`config.mk`:
```
export PLATFORM = sky130hd
export DESIGN_NAME = bcd_counter_n_flat
export DESIGN_NICKNAME = d
export VERILOG_FILES = /design/src/rtl/sevenseg_pkg.sv /design/src/rtl/bcd_counter_n_if.sv /design/src/rtl/bcd_digit_cell.sv /design/src/rtl/bcd_counter_n.sv /design/src/flat_wrapper.sv
export SDC_FILE = /design/constraint.sdc
export NUM_CORES = 1
export LEC_CHECK = 0
export CAP_MARGIN = 0
export CORE_MARGIN = 5
export CORE_UTILIZATION = 36
export CTS_BUF_LIST = sky130_fd_sc_hd__clkbuf_8
export DETAILED_ROUTE_END_ITERATION = 7
export PLACE_DENSITY_LB_ADDON = 0.12
export SYNTH_ARGS = -nofsm -noshare
export SYNTH_HDL_FRONTEND = slang
export SYNTH_SLANG_ARGS = --single-unit
export TNS_END_PERCENT = 30
```
`constraint.sdc`:
```
create_clock -name CLK -period 4.4 [get_ports CLK]
set_input_delay 0.44 -clock CLK [delete_from_list [all_inputs] [get_ports CLK]]
set_output_delay 0.44 -clock CLK [all_outputs]
set_load 0.005 [all_outputs]
```
`src/rtl/sevenseg_pkg.sv`:
```
// Shared constants and helpers for the seven-segment display path.
// Contains the BCD digit limits, the direction encoding and the load clamp.
package sevenseg_pkg;

  localparam int         DIGIT_W  = 4;
  localparam logic [3:0] BCD_MAX  = 4'd9;
  localparam logic [3:0] BCD_MIN  = 4'd0;
  localparam logic       DIR_UP   = 1'b1;
  localparam logic       DIR_DOWN = 1'b0;

  // Any non-BCD nibble (10..15) is forced to 9.
  function automatic logic [DIGIT_W-1:0] clamp_digit(input logic [DIGIT_W-1:0] d);
    if (d > BCD_MAX) begin
      return BCD_MAX;
    end else begin
      return d;
    end
  endfunction

endpackage

```
`src/rtl/bcd_counter_n_if.sv`:
```
// Control and data bundle of the N-digit BCD counter.
// The BLANK vector is present only when BCD_COUNTER_BLANK_EN is defined.
interface bcd_counter_n_if #(
  parameter int DIGITS = 4
);

  logic                  CE;
  logic                  UP;
  logic                  LOAD;
  logic [4*DIGITS-1:0]   LOAD_VAL;
  logic [4*DIGITS-1:0]   BCD;
  logic                  TC;
  logic                  OVF;
`ifdef BCD_COUNTER_BLANK_EN
  logic [DIGITS-1:0]     BLANK;
`endif

  modport master (
    output CE, UP, LOAD, LOAD_VAL,
`ifdef BCD_COUNTER_BLANK_EN
    input  BLANK,
`endif
    input  BCD, TC, OVF
  );

  modport slave (
    input  CE, UP, LOAD, LOAD_VAL,
`ifdef BCD_COUNTER_BLANK_EN
    output BLANK,
`endif
    output BCD, TC, OVF
  );

endinterface

```
`src/rtl/bcd_digit_cell.sv`:
```
// Combinational single BCD digit step: increments or decrements one digit
// when cin_i is set and reports the carry/borrow to the next digit.
module bcd_digit_cell
  import sevenseg_pkg::*;
(
  input  logic [DIGIT_W-1:0] digit_i,
  input  logic               cin_i,
  input  logic               up_i,
  output logic [DIGIT_W-1:0] digit_o,
  output logic               cout_o
);

  // Next digit value and carry/borrow out for one step request.
  always_comb begin
    digit_o = digit_i;
    cout_o  = 1'b0;
    if (!cin_i) begin
      digit_o = digit_i;
      cout_o  = 1'b0;
    end else if (up_i == DIR_UP) begin
      if (digit_i >= BCD_MAX) begin
        digit_o = BCD_MIN;
        cout_o  = 1'b1;
      end else begin
        digit_o = digit_i + 4'd1;
        cout_o  = 1'b0;
      end
    end else begin
      if (digit_i == BCD_MIN) begin
        digit_o = BCD_MAX;
        cout_o  = 1'b1;
      end else begin
        digit_o = digit_i - 4'd1;
        cout_o  = 1'b0;
      end
    end
  end

endmodule

```
`src/rtl/bcd_counter_n.sv`:
```
// N-digit synchronous BCD up/down counter with load clamp, wrap/saturate,
// terminal-count pulse and sticky overflow. Optional BCD_COUNTER_BLANK_EN adds BLANK.
module bcd_counter_n
  import sevenseg_pkg::*;
#(
  parameter int DIGITS   = 4,
  parameter bit SATURATE = 1'b0
) (
  input  logic             CLK,
  input  logic             RESET,
  bcd_counter_n_if.slave   bus
);

  localparam int W = DIGIT_W * DIGITS;

  logic [W-1:0]    bcd_q;
  logic [W-1:0]    bcd_d;
  logic            tc_q;
  logic            tc_d;
  logic            ovf_q;
  logic            ovf_d;
  logic [W-1:0]    step_s;
  logic [W-1:0]    load_clamped_s;
  logic [DIGITS:0] carry_s;
  logic            term_s;

  // The step request enters digit 0 unconditionally; CE only selects the result.
  assign carry_s[0] = 1'b1;

  for (genvar g = 0; g < DIGITS; g++) begin : g_cell
    bcd_digit_cell u_cell (
      .digit_i (bcd_q[g*DIGIT_W +: DIGIT_W]),
      .cin_i   (carry_s[g]),
      .up_i    (bus.UP),
      .digit_o (step_s[g*DIGIT_W +: DIGIT_W]),
      .cout_o  (carry_s[g+1])
    );
  end

  // A carry out of the top digit means all 9s (up) or all 0s (down).
  assign term_s = carry_s[DIGITS];

  // Clamp each load nibble into the BCD range.
  always_comb begin
    load_clamped_s = '0;
    for (int i = 0; i < DIGITS; i++) begin
      load_clamped_s[i*DIGIT_W +: DIGIT_W] = clamp_digit(bus.LOAD_VAL[i*DIGIT_W +: DIGIT_W]);
    end
  end

  // Next-state selection: LOAD over CE, terminal handling for wrap/saturate.
  always_comb begin
    bcd_d = bcd_q;
    tc_d  = 1'b0;
    ovf_d = ovf_q;
    if (bus.LOAD) begin
      bcd_d = load_clamped_s;
      tc_d  = 1'b0;
      ovf_d = 1'b0;
    end else if (bus.CE) begin
      if (term_s && SATURATE) begin
        bcd_d = bcd_q;
      end else begin
        bcd_d = step_s;
      end
      tc_d = term_s;
      if (term_s) begin
        ovf_d = 1'b1;
      end else begin
        ovf_d = ovf_q;
      end
    end else begin
      bcd_d = bcd_q;
      tc_d  = 1'b0;
      ovf_d = ovf_q;
    end
  end

  // Count, terminal-count and overflow registers.
  always_ff @(posedge CLK) begin
    if (RESET) begin
      bcd_q <= '0;
      tc_q  <= 1'b0;
      ovf_q <= 1'b0;
    end else begin
      bcd_q <= bcd_d;
      tc_q  <= tc_d;
      ovf_q <= ovf_d;
    end
  end

  assign bus.BCD = bcd_q;
  assign bus.TC  = tc_q;
  assign bus.OVF = ovf_q;

`ifdef BCD_COUNTER_BLANK_EN
  localparam logic [DIGITS-1:0] BLANK_RST = ~DIGITS'(1'b1);

  logic [DIGITS-1:0] blank_q;
  logic [DIGITS-1:0] blank_d;
  logic              higher_zero_s;

  // Leading-zero blanking of the next value; the ones digit always shows.
  always_comb begin
    blank_d       = '0;
    higher_zero_s = 1'b1;
    for (int i = DIGITS - 1; i >= 1; i--) begin
      if (bcd_d[i*DIGIT_W +: DIGIT_W] == BCD_MIN) begin
        higher_zero_s = higher_zero_s;
      end else begin
        higher_zero_s = 1'b0;
      end
      blank_d[i] = higher_zero_s;
    end
    blank_d[0] = 1'b0;
  end

  // Blanking register, updated alongside the count.
  always_ff @(posedge CLK) begin
    if (RESET) begin
      blank_q <= BLANK_RST;
    end else begin
      blank_q <= blank_d;
    end
  end

  assign bus.BLANK = blank_q;
`endif

endmodule

```
`src/flat_wrapper.sv`:
```
// flat-port wrapper written by rule: the top's interface ports become plain ports
module bcd_counter_n_flat import sevenseg_pkg::*;
#(
  parameter int DIGITS   = 4,
  parameter bit SATURATE = 1'b0
)
  (CLK, RESET, bus_CE, bus_UP, bus_LOAD, bus_LOAD_VAL, bus_BCD, bus_TC, bus_OVF);
  bcd_counter_n_if #(.DIGITS(DIGITS)) bus_i ();
  input  logic CLK;
  input  logic RESET;
  input wire logic [$bits(bus_i.CE)-1:0] bus_CE;
  input wire logic [$bits(bus_i.UP)-1:0] bus_UP;
  input wire logic [$bits(bus_i.LOAD)-1:0] bus_LOAD;
  input wire logic [$bits(bus_i.LOAD_VAL)-1:0] bus_LOAD_VAL;
  output wire logic [$bits(bus_i.BCD)-1:0] bus_BCD;
  output wire logic [$bits(bus_i.TC)-1:0] bus_TC;
  output wire logic [$bits(bus_i.OVF)-1:0] bus_OVF;
  assign bus_i.CE = bus_CE;
  assign bus_i.UP = bus_UP;
  assign bus_i.LOAD = bus_LOAD;
  assign bus_i.LOAD_VAL = bus_LOAD_VAL;
  assign bus_BCD = bus_i.BCD;
  assign bus_TC = bus_i.TC;
  assign bus_OVF = bus_i.OVF;
  bcd_counter_n #(.DIGITS(DIGITS), .SATURATE(SATURATE)) u_core (.CLK(CLK), .RESET(RESET), .bus(bus_i));
endmodule
```
==> results by group, run 1 <==
Run status
  – Status: completed

STA
  – Final setup viols: 0
  – Post-route clock period utilization: between 60% and 70%
  – Final setup TNS: 0 ps
  – Hold Worst Slack: between 400 and 500 ps
  – Crit path time final: between 2000 and 3000 ps
  – Final WS setup: ~1600 ps
  – Worst slew margin: 49.3%
  – FMAX: approximately 360 MHz
  – Actual slew at the worst max-slew pin: approximately 760 ps
  – Clk_skew: 3.65 ps
  – Slew Limit Fails: 0
  – Final Hold Viols: 0
  – RSZ-0062 raised after global routing: false

Placement
  – Port Buffers: 38
  – Placed insts: 330
  – Gp weighted congestion: slightly above 0.8
  – Post-DP HPWL: ~3.5 mm
  – Pre-CTS WS: roughly 1400 ps

Worst setup path
  – R2r startpoint: u_core.bus.BCD[0]
  – Critical Path RT: 4550 ps
  – Family with the most delay on the worst path: simple AND/OR/NAND/NOR gates
  – Reg2reg path depth: 7
  – CP max stage delay: roughly 800 ps
  – Count of cell instances traversed by the critical path: 6
  – CP Capture Type: flip-flop
  – Kind of critical path: in2reg
  – Worst Path Buf+Inv: 1
  – Maximum fanout along the worst path: 23
  – Critical R2R Capture: u_core.bus.BCD[12]
  – Slowest-stage cell, CP: clkdlybuf4s50_1
  – CP arrival: around 3000 ps
  – Setup slack, reg-to-reg: around 1900 ps
  – Setup crit start kind: input port
  – Crit path cell chain: clkdlybuf4s50_1, or3b_4, o32ai_4, nand3_2, nor4_1, a311oi_1

Logic synthesis
  – Yosys warning total: 0
  – Synth Cell Area: 1780 sq um
  – Register area share after synthesis: roughly a fifth
  – Ys async rst share: 0%
  – Post-synth cell types: 57
  – Syn Nets: 270
  – Synth Instances: around 240
  – Ys flop type: dfxtp_1
  – Post-synth EDFFs: 0
  – Yosys reg bits: 18
  – Mean Syn Cell Area: between 7 and 8 sq um

Min path
  – HP Class: reg2reg
  – Min-delay src: u_core.bus.OVF
  – Hold Path Depth: 1
  – End of the worst hold path: u_core.bus.OVF

Clock tree
  – Post-CTS resize count: 0
  – Htree depth: 1
  – CTS buffer count: 3
  – CTS tree: yes
  – Reg clk slew, reported paths: around 80 ps
  – Clock sinks: 18
  – Clk_lat worst skew: between 200 and 300 ps
  – Root Driver: clkbuf_8
  – Bufs on Longest Clock Path: 2
  – Postcts setup bufs: 0
  – Cts hold-fix bufs: 0

Run
  – Max Cap Viol: 0

Global routing
  – Antenna violations before repair: 0
  – Total Routing Usage GR: 15.3%
  – Vias in the first global route: approximately 1.7k
  – Total gr overflow: 0
  – First-pass GRT wire length: ~8 mm
  – Largest net degree at the start of global routing: 24

Floorplanning
  – Ports: 39
  – Starting Density: between 30% and 40%
  – Die X-Extent: 80.3 um
  – Core box area: approximately 4800 sq um
  – Die H: roughly 80 um
  – DIE AREA: 6440 sq um
  – Row count: 25

Layout
  – Post-route insts no fill: 334
  – Final #Nets: 302
  – Share of cells above drive strength 1: approximately 8.6%
  – Diode count: 0
  – Area Overhead vs Synth: 27.1%

Drt
  – # DRC: 0
  – Wire per inst: around 15 um
  – Via-to-Cell Ratio: 5.53
  – Final ANT Viol Nets: 0
  – Via count: between 1.5k and 2k
  – TritonRoute pass-1 iters: 4
  – Starting DRT DRC Count: 87
  – Final wirelength: 4.90 mm

Power
  – Pleak: approximately 0.80 nW
  – Peak VDD IR: around 0.00012 V
  – PD cells: roughly 230 nW/um^2
[power by group]
group	leakage, nW	total, mW	switching [mW]	internal [mW]
Sequential	0.148	0.198	0.0251	0.173
Clock	0.0288	0.144	0.0641	0.0798
Combinational	0.621	0.180	0.0867	0.0931
Total	0.798	0.522	0.176	0.346
[synth_stat cells (3+ instances only)]
cell | instances | area [sq um]
o22ai_1 | 4 | 25.0
a31oi_1 | 8 | 50.1
a221oi_1 | 3 | 26.3
clkbuf_1 | 9 | 33.8
nand2b_1 | 8 | 50.1
o21ai_0 | 14 | 70.1
a211oi_1 | 5 | 37.5
nor3b_1 | 4 | 30.0
nor2b_1 | 4 | 25.0
a21oi_1 | 14 | 70.1
dfxtp_1 | 18 | 360
buf_2 | 3 | 15.0
nor2_1 | 25 | 93.8
o21bai_1 | 3 | 22.5
nor3_1 | 6 | 30.0
nand2_1 | 14 | 52.6
a311oi_1 | 4 | 35.0
nand3_1 | 9 | 45.0
ha_1 | 13 | 163
inv_1 | 17 | 63.8
[how the worst max path moves through the flow]
stage | from | endpoint | slack, ps
after floorplan | u_core.bus.BCD[0] | u_core.bus.BCD[9] | 2220
after global placement | bus_UP | u_core.bus.BCD[12] | 1420
after detailed placement | bus_UP | u_core.bus.BCD[12] | 1370
after CTS | bus_UP | u_core.bus.BCD[12] | 1650
after global routing | bus_UP | u_core.bus.BCD[12] | 1380
final | bus_UP | u_core.bus.BCD[12] | 1610
[cells in the final DEF (no fill, tap or decap), types with 9 or more instances in the layout]
cell / count
ha_1: 13
inv_1: 17
dfxtp_1: 18
clkdlybuf4s50_1: 38
nand3_1: 9
nor2_1: 25
nand2_1: 14
a21oi_1: 14
o21ai_0: 14
[area by class of cell]
class	count	area (sq um)
clock buffer	4	55.1
fill	496	2500
inverter	17	63.8
multi-input combinational	186	1280
sequential	18	360
tap	67	83.8
timing repair buffer	42	410
[cell families (layout without fill, tap and decap cells)]
| logic type | count (synthesis) | after routing | synth area share, % |
|---|---|---|---|
| AOI/OAI and AO/OA | 80 | 80 | 33.5 |
| adders and majority gates | 13 | 13 | 9.16 |
| xor gates and xnor gates | 2 | 2 | 0.986 |
| DFF | 18 | 18 | 20.3 |
| and+or+nand+nor | 88 | 88 | 27.0 |
| muxes | 3 | 3 | 1.76 |
| buffers and inverters | 32 | 63 | 7.39 |
[state kept, by name, summed over array words and instances, names as in the netlist]
| register | flops |
|---|---|
| u_core.bus.BCD | 16 |
| u_core.bus.OVF | 1 |
| u_core.bus.TC | 1 |
[layer usage]
layer,GRT usage (%),share of wire [%],vias up
li1,-,-,938
met5,0,0,-
met1,21.8,49,848
met3,3.25,5.8,6
met4,3.04,0.94,0
met2,23.7,44,56
[stage by stage]
step / utilization, % / total power, mW / instance area (sq um)
floorplan: - / 0.312 / 1780
global placement: 46.3 / 0.382 / 2200
detailed placement: 46.3 / 0.380 / 2200
CTS: 47.5 / 0.526 / 2260
global route: 47.5 / 0.555 / 2260
finish: 47.5 / 0.522 / 2260
Power figures use the tool's default switching activity.
==> run 2, diff against run 1 <==
- clock period: 4.4 -> 2.4 ns (I/O delays scaled with it)
==> results by group, run 2 (synthesized netlist as in run 1, its figures left out) <==
Floorplanning
  – Die H: 80.3 um (unchanged)
  – DIE AREA: 6440 sq um (unchanged)
  – Row count: 25 (unchanged)
  – Ports: 39 (unchanged)
  – Starting Density: 37.4% (unchanged)
  – Core box area: 4750 sq um (unchanged)
  – Die X-Extent: 80.3 um (unchanged)

Clock tree
  – Post-CTS resize count: 0 (unchanged)
  – Root Driver: clkbuf_8
  – CTS buffer count: 3 (unchanged)
  – Htree depth: 1 (unchanged)
  – Bufs on Longest Clock Path: 2 (unchanged)
  – Postcts setup bufs: 0 (unchanged)
  – Clock sinks: 18 (unchanged)
  – Clk_lat worst skew: 250 ps (about the same)
  – Reg clk slew, reported paths: 70 ps (about the same)
  – Cts hold-fix bufs: 0 (unchanged)
  – CTS tree: yes

Power
  – Pleak: 0.863 nW (+8.2%)
  – Net Switching: 309 uW (+76%)
  – P_int: 653 uW (+89%)
  – Power share of the clock group: 25.3% (-2.3 points)
  – PD cells: 408 nW/um^2 (+77%)
  – Sequential power share: 36.1% (-1.8 points)
  – Sw Ratio: 32.1% (-1.6 points)
  – Peak VDD IR: 0.000261 V (+120%)
  – Comb power frac: 38.6% (+4.1 points)

Worst setup path
  – Critical path launch point: u_core.bus.BCD[1]
  – R2r startpoint: u_core.bus.BCD[1]
  – Setup crit start kind: flip-flop
  – Critical Path RT: 2550 ps (-2000 ps)
  – Worst Path Buf+Inv: 2 (+1)
  – Family with the most delay on the worst path: simple AND/OR/NAND/NOR gates
  – CP arrival: 2360 ps (-570 ps)
  – Maximum fanout along the worst path: 7 (-70%)
  – CP max stage delay: 450 ps (-350 ps)
  – CP Capture Type: flip-flop
  – Kind of critical path: reg2reg
  – Crit path cell chain: inv_1, ha_1, buf_4, nor3b_1, o32ai_4, and2_4, mux2_1, o32ai_1
  – Slowest-stage cell, CP: nor3b_1

STA
  – Final setup viols: 0 (unchanged)
  – Final Hold Viols: 0 (unchanged)
  – FMAX: approximately 450 MHz
  – Worst slew margin: 66.0% (+17 points)
  – Hold Worst Slack: 481 ps (+1.75 ps)
  – RSZ-0062 raised after global routing: false
  – Final setup TNS: 0 ps (unchanged)
  – Clk_skew: 3.15 ps (-0.499 ps)
  – Post-route clock period utilization: between 90% and 100%
  – Slew Limit Fails: 0 (unchanged)
  – Actual slew at the worst max-slew pin: 509 ps (-250 ps)
  – Crit path time final: between 2000 and 2500 ps

Drt
  – Via-to-Cell Ratio: 5.44 (-1.7%)
  – Wire per inst: 14.2 um (-3.1%)
  – # DRC: 0 (unchanged)
  – Final wirelength: 4.93 mm (+0.65%)
  – Final ANT Viol Nets: 0 (unchanged)
  – Starting DRT DRC Count: 177 (+100%)
  – Via count: 1888 (+2.2%)
  – TritonRoute pass-1 iters: 4 (unchanged)

Min path
  – HP Class: reg2reg
  – Min-delay src: u_core.bus.OVF

Global routing
  – Total gr overflow: 0 (unchanged)
  – Antenna violations before repair: 0 (unchanged)
  – Vias in the first global route: 1732 (+2.2%)
  – First-pass GRT wire length: 8.16 mm (+1.6%)
  – Total Routing Usage GR: 15.6% (+0.27 points)
  – Largest net degree at the start of global routing: 21 (-13%)

Layout
  – Share of cells above drive strength 1: 12.9% (+4.2 points)
  – Max FFs per register: 16 (unchanged)
  – Commonest cells after routing, fill and taps aside: 38 x clkdlybuf4s50_1, 25 x nor2_1, 18 x dfxtp_1
  – Final #Nets: 315 (+4.3%)
  – Most common cell after layout, fill and taps aside: clkdlybuf4s50_1
  – Diode count: 0 (unchanged)
  – Final Cell Area: 2360 sq um (+4.3%)
  – Area Overhead vs Synth: 32.6%

Placement
  – Area after DPL: 2300 sq um (+4.4%)
  – Port Buffers: 38 (unchanged)
  – Gp weighted congestion: 0.830 (+1.9%)
  – Post-DP HPWL: 3.75 mm (+7.9%)

Run status
  – Status: completed

Run
  – Max Cap Viol: 0 (unchanged)
[run 2: area by class of cell]
type,instances,area [sq um]
multi-input cells,186,1280
well taps,67,83.8
clock buffers,4,55.1
fillers,486,2400
flip-flops and latches,18,360
inverters,17,63.8
repair buffers,55,508
[run 2: metal layers]
layer | global-route usage [%] | routed length (um) | vias to the layer above | part of all wire, %
li1 | - | - | 965 | -
met1 | 22.3 | 2460 | 870 | 50
met2 | 23.8 | 2160 | 47 | 44
met3 | 3.25 | 268 | 6 | 5.4
met4 | 3.38 | 44 | 0 | 0.89
met5 | 0 | 0 | - | 0
[run 2: power groups by stage]
stage	Sequential [mW]	Clock (mW)	Combinational [mW]
finish	0.347	0.243	0.371
global route	0.352	0.267	0.410
CTS	0.347	0.255	0.372
detailed placement	0.354	0	0.370
global placement	0.354	0	0.369
floorplan	0.348	0	0.224
[run 2: per-stage QoR]
stage	std cells	power, mW	utilization, %	setup slack (ps)
after floorplan	236	0.572	-	224
after global placement	343	0.723	48.4	165
after detailed placement	343	0.723	48.4	118
after CTS	347	0.974	49.6	190
after global routing	347	1.03	49.6	14.3
final	347	0.962	49.6	199
[run 2: final timing paths]
| path | end | slack [ps] | depth (start not counted) |
|---|---|---|---|
| min | u_core.bus.OVF | 480 | 1 |
| max | u_core.bus.BCD[9] | 200 | 8 |
| min reg2reg | u_core.bus.OVF | 480 | 1 |
| max reg2reg | u_core.bus.BCD[9] | 200 | 8 |
